<file path="config.mk">
export PLATFORM = sky130hd
export DESIGN_NAME = hazard_fwd_unit
export DESIGN_NICKNAME = d
export VERILOG_FILES = /design/src/rtl/hazard_fwd_unit.sv
export SDC_FILE = /design/constraint.sdc
export NUM_CORES = 1
export LEC_CHECK = 0
export ABC_AREA = 0
export CORE_MARGIN = 2
export CORE_UTILIZATION = 45
export DETAILED_ROUTE_END_ITERATION = 12
export PLACE_DENSITY = 0.88
export SLEW_MARGIN = 20
export SYNTH_ARGS = -nofsm -noshare
export SYNTH_HDL_FRONTEND = slang
export SYNTH_SLANG_ARGS = --single-unit
</file>
<file path="constraint.sdc">
create_clock -name clk -period 4.7 [get_ports clk]
set_input_delay 0.47 -clock clk [delete_from_list [all_inputs] [get_ports clk]]
set_output_delay 0.47 -clock clk [all_outputs]
set_load 0.02 [all_outputs]
</file>
<file path="src/rtl/hazard_fwd_unit.sv">
// Operand forwarding and load-use hazard control for the DE/EXE/ACC pipeline.
// Resolves DE sources against in-flight writers and stalls DE until load data arrives.
module hazard_fwd_unit #(
  parameter int XLEN    = 32,
  parameter int NUM_SRC = 2,
  parameter int RA_W    = 5,
  parameter int CNT_W   = 16
) (
  input  logic                    clk,
  input  logic                    rst,
  input  logic                    flush,
  input  logic                    de_valid,
  input  logic [NUM_SRC*RA_W-1:0] de_rs,
  input  logic [NUM_SRC-1:0]      de_rs_used,
  input  logic                    exe_valid,
  input  logic                    exe_wb_en,
  input  logic [RA_W-1:0]         exe_rd,
  input  logic [1:0]              exe_wb_sel,
  input  logic [XLEN-1:0]         exe_alu_out,
  input  logic [XLEN-1:0]         exe_pc_4,
  input  logic                    acc_valid,
  input  logic                    acc_wb_en,
  input  logic [RA_W-1:0]         acc_rd,
  input  logic [1:0]              acc_wb_sel,
  input  logic [XLEN-1:0]         acc_alu_out,
  input  logic [XLEN-1:0]         acc_dmem_out,
  input  logic [XLEN-1:0]         acc_pc_4,
  input  logic                    acc_mem_rdy,
  output logic                    stall,
  output logic [NUM_SRC-1:0]      fwd_en,
  output logic [NUM_SRC*XLEN-1:0] fwd_data,
  output logic [CNT_W-1:0]        stall_cnt
);

  localparam logic [1:0] SEL_ALU  = 2'b00;
  localparam logic [1:0] SEL_LOAD = 2'b01;
  localparam logic [1:0] SEL_PC4  = 2'b10;
  localparam logic [1:0] SEL_NONE = 2'b11;

  typedef enum logic {IDLE, WAIT} state_t;

  state_t            state;
  logic [RA_W-1:0]   pend_rd;
  logic              hold_valid;
  logic [XLEN-1:0]   hold_data;

  logic [NUM_SRC-1:0] exe_hit;
  logic [NUM_SRC-1:0] acc_hit;
  logic [NUM_SRC-1:0] hold_hit;
  logic [XLEN-1:0]    exe_val;
  logic [XLEN-1:0]    acc_val;
  logic               exe_is_load;
  logic               acc_ld_pending;
  logic               exe_ld_haz;
  logic               acc_ld_haz;
  logic               load_haz;
  logic [RA_W-1:0]    pend_src;
  logic               release_ld;
  logic               stall_c;

  function automatic logic [CNT_W-1:0] sat_inc(input logic [CNT_W-1:0] v);
    if (&v) return v;
    return v + {{(CNT_W-1){1'b0}}, 1'b1};
  endfunction

  function automatic logic producer_hit(input logic s_valid, input logic s_wb_en,
                                        input logic [1:0] s_sel, input logic [RA_W-1:0] s_rd,
                                        input logic [RA_W-1:0] rs, input logic used);
    return de_valid & used & (rs != '0) & s_valid & s_wb_en &
           (s_sel != SEL_NONE) & (s_rd == rs);
  endfunction

  // Stage result candidates
  always_comb begin
    exe_val = (exe_wb_sel == SEL_PC4) ? exe_pc_4 : exe_alu_out;
    case (acc_wb_sel)
      SEL_LOAD: acc_val = acc_dmem_out;
      SEL_PC4:  acc_val = acc_pc_4;
      default:  acc_val = acc_alu_out;
    endcase
    exe_is_load    = (exe_wb_sel == SEL_LOAD);
    acc_ld_pending = (acc_wb_sel == SEL_LOAD) & ~acc_mem_rdy;
  end

  always_comb begin
    logic [RA_W-1:0] rs;
    rs       = '0;
    exe_hit  = '0;
    acc_hit  = '0;
    hold_hit = '0;
    for (int i = 0; i < NUM_SRC; i++) begin
      rs          = de_rs[i*RA_W +: RA_W];
      exe_hit[i]  = producer_hit(exe_valid, exe_wb_en, exe_wb_sel, exe_rd, rs, de_rs_used[i]);
      acc_hit[i]  = producer_hit(acc_valid, acc_wb_en, acc_wb_sel, acc_rd, rs, de_rs_used[i]);
      hold_hit[i] = hold_valid & (pend_rd == rs) & (rs != '0);
    end
  end

  // Hazard detection and stall generation
  always_comb begin
    exe_ld_haz = (|exe_hit) & exe_is_load;
    // An ACC load only stalls when no younger EXE writer shadows it for that slot
    acc_ld_haz = (|(acc_hit & ~exe_hit)) & acc_ld_pending;
    load_haz   = exe_ld_haz | acc_ld_haz;
    pend_src   = exe_ld_haz ? exe_rd : acc_rd;
    release_ld = (state == WAIT) & acc_valid & (acc_rd == pend_rd) &
                 (acc_wb_sel == SEL_LOAD) & acc_mem_rdy;
    stall_c    = ~rst & ~flush & ((state == IDLE) ? load_haz : ~release_ld);
  end

  assign stall = stall_c;

  // Per-slot forwarding mux: EXE, then ACC, then hold buffer
  always_comb begin
    fwd_en   = '0;
    fwd_data = '0;
    for (int i = 0; i < NUM_SRC; i++) begin
      if (exe_hit[i]) begin
        if (!exe_is_load) begin
          fwd_en[i]                 = 1'b1;
          fwd_data[i*XLEN +: XLEN]  = exe_val;
        end
      end else if (acc_hit[i]) begin
        if (!acc_ld_pending) begin
          fwd_en[i]                 = 1'b1;
          fwd_data[i*XLEN +: XLEN]  = acc_val;
        end
      end else if (hold_hit[i]) begin
        fwd_en[i]                   = 1'b1;
        fwd_data[i*XLEN +: XLEN]    = hold_data;
      end
    end
    if (rst) begin
      fwd_en   = '0;
      fwd_data = '0;
    end
  end

  always_ff @(posedge clk or posedge rst) begin
    if (rst) begin
      state      <= IDLE;
      pend_rd    <= '0;
      hold_valid <= 1'b0;
      hold_data  <= '0;
      stall_cnt  <= '0;
    end else begin
      if (stall_c) stall_cnt <= sat_inc(stall_cnt);

      if (flush) begin
        state <= IDLE;
      end else begin
        case (state)
          IDLE: if (load_haz) begin
            state   <= WAIT;
            pend_rd <= pend_src;
          end
          WAIT: if (release_ld) state <= IDLE;
          default: state <= IDLE;
        endcase
      end

      // A fresh capture wins over the advance-clear
      if (flush) begin
        hold_valid <= 1'b0;
      end else if (release_ld) begin
        hold_valid <= 1'b1;
        hold_data  <= acc_dmem_out;
      end else if (de_valid & ~stall_c) begin
        hold_valid <= 1'b0;
      end
    end
  end

endmodule

</file>
# Yosys cells after proc, flatten, opt, wreduce, memory -nomap -nowiden
# Cells that the tools add are included.
[totals]
reg_bits = 55
inputBits = 195
out_inout_bits = 83
elab_cells = 104
[classes]
n_addsub = 1
eq_ne = 14
muxes = 32
n_bitwise = 43
reduce_logical = 9
[ops]
columns = ["operator", "count"]
rows = [
  ["2-to-1 mux 32 bit", 9],
  ["2-to-1 mux 64 bit", 1],
  ["case mux 32 bit (2 select lines)", 1],
  ["equality test 5 bit", 7],
  ["AND 1 bit", 34],
  ["2-to-1 mux 1 bit", 17],
  ["adder 16 x 1 -> 16 bit, second input constant", 1],
  ["2-to-1 mux 16 bit", 1],
  ["AND reduction 16 bit", 1],
  ["nonzero test 5 bit", 2],
  ["inequality test 2 bit, second input constant", 3],
  ["NOT 1 bit", 6],
  ["2-to-1 mux 5 bit", 1],
  ["equality test 2 x 1 -> 1 bit, second input constant", 2],
  ["equality test 2 bit, second input constant", 2],
  ["AND reduction 2 bit", 2],
  ["OR reduction 2 bit", 2],
  ["AND reduction 3 bit", 1],
  ["nonzero test 3 bit", 1],
  ["AND 2 bit", 1],
  ["2-to-1 mux 2 bit", 1],
  ["NOT 2 bit", 1],
  ["case mux 1 bit (2 select lines)", 1],
  ["bitwise OR 1 bit", 1],
]

# Depth between registers and ports, before layout
[logic_depth]
word_depth = 18
ltp_mapped = 11
depth_no_buf = 9

# Worst setup path before layout
# No wires, ideal clock.
[synth_path]
kind = "input-to-reg"
startpoint = "input rst"
endpoint = "register stall_cnt[3]"
arrival_ps = 2940
path_slack_ps = 1630
path_stages = 7
path_buffers = 2
path_cell_list = "clkbuf_1 inv_1 o311ai_0 a21oi_2 buf_4 nand4_1 xnor2_1"
[synth_via]
elab_chain_cells = 4
[synth_rtl]
columns = ["element", "line_no", "source"]
rows = [
  ["start: declaration", "10", "input logic rst,"],
  ["NOT 1 bit", "108", "stall_c = ~rst & ~flush & ((state == IDLE) ? load_haz : ~release_ld);"],
  ["AND 1 bit (2 in a row)", "108", ""],
  ["AND reduction 2 bit (no line)", "-", ""],
  ["end signal: assignment", "147", "if (stall_c) stall_cnt <= sat_inc(stall_cnt);"],
  ["end: declaration", "32", "output logic [CNT_W-1:0] stall_cnt"],
]
# No other way between the ends.
# A chain may end at the register's enable or synchronous reset.

# Worst setup path in the final report
[layout_path]
startpoint = "input de_rs[1]"
endpoint = "output fwd_data[7]"
[layout_via]
elab_chain_cells = 9
elab_cells_between_ends = 19
classes_between = "eq/ne (3); mux (4); bitwise (11); reduce/logical (1)"
[layout_rtl]
columns = ["element", "line_no", "source"]
rows = [
  ["start: declaration", "13", "input logic [NUM_SRC*RA_W-1:0] de_rs,"],
  ["nonzero test 5 bit", "69, 95", ""],
  ["AND 1 bit (4 in a row)", "69", "return de_valid & used & (rs != '0) & s_valid & s_wb_en &"],
  ["AND 1 bit", "70", "(s_sel != SEL_NONE) & (s_rd == rs);"],
  ["2-to-1 mux 32 bit", "123", "end else if (acc_hit[i]) begin"],
  ["2-to-1 mux 32 bit *", "118", "if (exe_hit[i]) begin"],
  ["2-to-1 mux 64 bit *", "133", "if (rst) begin"],
  ["end: declaration", "31", "output logic [NUM_SRC*XLEN-1:0] fwd_data,"],
]
# Mark *: on every way between the ends. The rest lies on a longest branch, timed or not.

==> summary.txt <==
Die
  • Num ports: 278
  • Die Ht: 114.5 microns
  • FP Rows: 40
  • Total core area: 0.01196 sq mm
  • Die area: 0.01312 sq mm
  • Die width: 114.5 microns
  • Starting Density: 0.4597

STA
  • Worst-margin pin slew: 1.004 ns
  • Final Critical Period: 4.166 ns
  • Setup TNS Final: 0 ns
  • Fmax: 240.0 MHz
  • Final count of hold timing violations: 0
  • Number of setup violations in the final report: 0
  • RSZ-0062 raised after global routing: no
  • Fin. max-slew vios: 0
  • Period utilization: 0.8865
  • Max-Slew Margin vs Limit: 0.3288
  • Clock skew: 0.006521 ns

Layout
  • Fin cells: 1,021
  • Utilization after layout: 0.7116
  • Layout cells sized above 1: 0.1281
  • Register area: 0.001376 sq mm
  • Area growth, synth to finish: 54.79%
  • Antenna cells: 0
  • NumNets Final: 1,072
  • Multi-input gate area: 0.003862 sq mm
  • Fillers: 924
  • Post-Layout Inst Area: 0.008512 sq mm

Route
  • DRT iter0 DRCs: 758
  • First-pass iteration count of the detailed router: 6
  • Vias/cell: 6.598
  • Drt total wl: 23.13 mm
  • ANT nets after route: 0
  • DR WL/cell: 22.65 microns
  • # DRC: 0
  • Via count: 6,737

Synthesis
  • #FFs+latches synth: 55
  • Synth async-reset ratio: 1.000
  • Yosys top cell by area: dfrtp_1
  • Post-synth EDFFs: 0
  • Post-Syn Area: 0.005499 sq mm
  • Compound-Gate Fraction of Synth Area: 0.3381
  • Sequential area share after synthesis: 0.2503
  • Synth Area in Simple Gates: 0.1272
  • Share of the synthesized area in the top cell type: 0.2503
  • Post-Synth XOR/XNOR Area: 0.07645
  • Synth Area in Adders: 0.009101
  • Mux cell area share after synthesis: 0.1443
  • Main synth FF type: dfrtp_1
  • Largest family of logic cells by synthesized area: compound AO/OA/AOI/OAI gates
  • Area contributors post-synth: dfrtp_1 (25%), mux2_2 (13%), a221oi_1 (10%), a211oi_1 (8.9%), a22oi_1 (8.7%)
  • Syn_nets: 838
  • Syn_area_per_cell: 8.606 sq um
  • Yosys warns: 0
  • Distinct cells, synth: 50
  • Syn Inst Count: 639

Global route
  • Vias in the first global route: 6,658
  • Largest net degree at the start of global routing: 67
  • GRT Overall Usage: 0.3387
  • Gr ovfl total: 0
  • Antenna violations before repair: 0
  • First-pass GRT wire length: 35.14 mm

Clocking
  • TritonCTS Buffers: 5
  • Clock transition at path regs: 0.07 ns
  • Hold buffer count at cts: 0
  • Post-CTS setup buffers: 0
  • CTS Buffer Depth: 2
  • # clock sinks: 55
  • H-Tree Depth: 2
  • CTS root buf: clkbuf_16
  • CTS tree: done
  • Resize count post-CTS: 0
  • Clk Latency, worst-skew pair: 0.30 ns

Worst setup path
  • Reg2Reg Depth: 5
  • Critical Path AT: 3.70 ns
  • Crit Path Max Fanout: 20
  • Crit. End Element: output port
  • Worst path required time: 4.23 ns
  • Worst Path Class, Setup: in2out
  • Worst setup SP type: input pin

Pwr
  • Combinational Power Share: 0.340
  • Switching Share: 0.3019
  • Maximum vdd drop: 0.1391 mV
  • Static leakage: 3.051 nW
  • Internal power: 0.9085 mW
  • Pwr/cell area: 152.9 mW/mm^2
  • Net Switching: 0.3928 mW
  • Pwr Total: 1.301 mW
  • Clock power share: 0.293
  • Seq pwr share: 0.367

Job
  • Max_cap viols: 0

Placement
  • Dpl hpwl: 17.17 mm
  • Cells after DPL: 1,013
  • Dpl cell area: 0.008371 sq mm
  • PortBufs: 277
  • RePlAce Congestion: 0.9451

Hold path
  • Hold Path Depth: 1
  • Hold Path Class: reg2reg

Status
  • Outcome: completed
-- metal layers --
metal / GRT usage / share of wire / vias to the layer above / routed length, microns
li1: - / - / 3000 / -
met1: 0.3957 / 0.37 / 3174 / 8562
met5: 0 / 0 / - / 0
met3: 0.06829 / 0.096 / 101 / 2227
met4: 0.1415 / 0.042 / 0 / 974
met2: 0.6020 / 0.49 / 462 / 11370
-- cells by family after synthesis --
kind of cell    count (synthesis)
compound gates                249
simple gates                  136
buf+inv                        76
mux                            71
flops                          55
xor+xnor                       48
fa+ha+maj                       4
-- stage by stage --
| stage | setup slack [ns] | hold slack [ns] |
|---|---|---|
| final | 0.5335 | 0.5145 |
| after global placement | 0.5850 | 0.4828 |
| after floorplan | 1.630 | 0.4953 |
| after detailed placement | 0.5588 | 0.5024 |
| after CTS | 0.5493 | 0.5189 |
| after global routing | 0.4131 | 0.5319 |
-- sequential cells by signal, summed over array words and instances, names as in the netlist --
register and cells:
pend_rd 5, state 1, hold_data 32, stall_cnt 16, hold_valid 1
-- power by group through the flow --
stage / registers, mW / logic (mW) / clock network, mW
detailed placement: 0.487 / 0.434 / 0
floorplan: 0.486 / 0.189 / 0
global placement: 0.487 / 0.430 / 0
finish: 0.477 / 0.443 / 0.381
CTS: 0.477 / 0.437 / 0.389
global route: 0.477 / 0.474 / 0.401
-- critical path, cell delays in order --
cell and delay [ns]:
clkdlybuf4s50_1 0.50, or4_1 0.59, o211ai_2 0.31, nor4_4 0.11, nor3_4 0.21, buf_4 0.29, a221oi_1 0.13, a211oi_1 0.39
clkdlybuf4s50_1 0.68
-- synthesized netlist by cell type (2+ instances only) --
cell / n
ha_1: 4
or4_1: 2
xor2_1: 13
and4_1: 2
nor4_1: 3
and2_1: 4
nor2_1: 71
nor2b_1: 2
a31oi_1: 2
xnor2_1: 35
nand2_1: 9
nand2b_1: 4
and3_1: 4
nor3_2: 2
o211ai_1: 2
a211oi_1: 65
buf_2: 9
a221oi_1: 64
mux2_2: 65
a21oi_1: 36
nand4_1: 15
buf_1: 5
nor3_1: 2
dfrtp_1: 55
nand3_1: 7
inv_1: 6
mux2i_1: 5
o21ai_0: 7
a22oi_1: 64
clkbuf_1: 55
-- cells in the final DEF, fill, tap and decap left out, types with 3 or more instances in the layout --
cell type and instances:
mux2_2 65, ha_1 3, mux2i_1 5, nand2_1 9, a221oi_1 64, nand2b_1 4, nor2_1 67, clkdlybuf4s50_1 275
xor2_1 13, clkbuf_16 5, a211oi_1 65, inv_1 5, buf_4 19, nand4_1 15, a21oi_1 36, nand3_1 7
o21ai_0 7, a22oi_1 64, and2_1 4, xnor2_1 35, dfrtp_1 55, and3_1 3, nor4_1 3
-- worst paths after layout --
check / from / to / slack, ns
max: de_rs[1] / fwd_data[7] / 0.53
min: stall_cnt[8] / stall_cnt[8] / 0.51
max reg2reg: pend_rd[2] / hold_data[16] / 2.16
min reg2reg: stall_cnt[8] / stall_cnt[8] / 0.51
max in group asynchronous: rst / hold_data[2] / 3.53
min in group asynchronous: rst / stall_cnt[3] / 0.68
-- final cells by class --
| type | instances | share of cell area |
|---|---|---|
| Clock inverter | 1 | 0.001029 |
| Multi-Input combinational cell | 508 | 0.4538 |
| Inverter | 6 | 0.002646 |
| Tap cell | 147 | 0.02161 |
| Clock buffer | 7 | 0.01558 |
| Sequential cell | 55 | 0.1617 |
| Timing Repair Buffer | 297 | 0.3437 |
(Power assumes the default switching activity.)
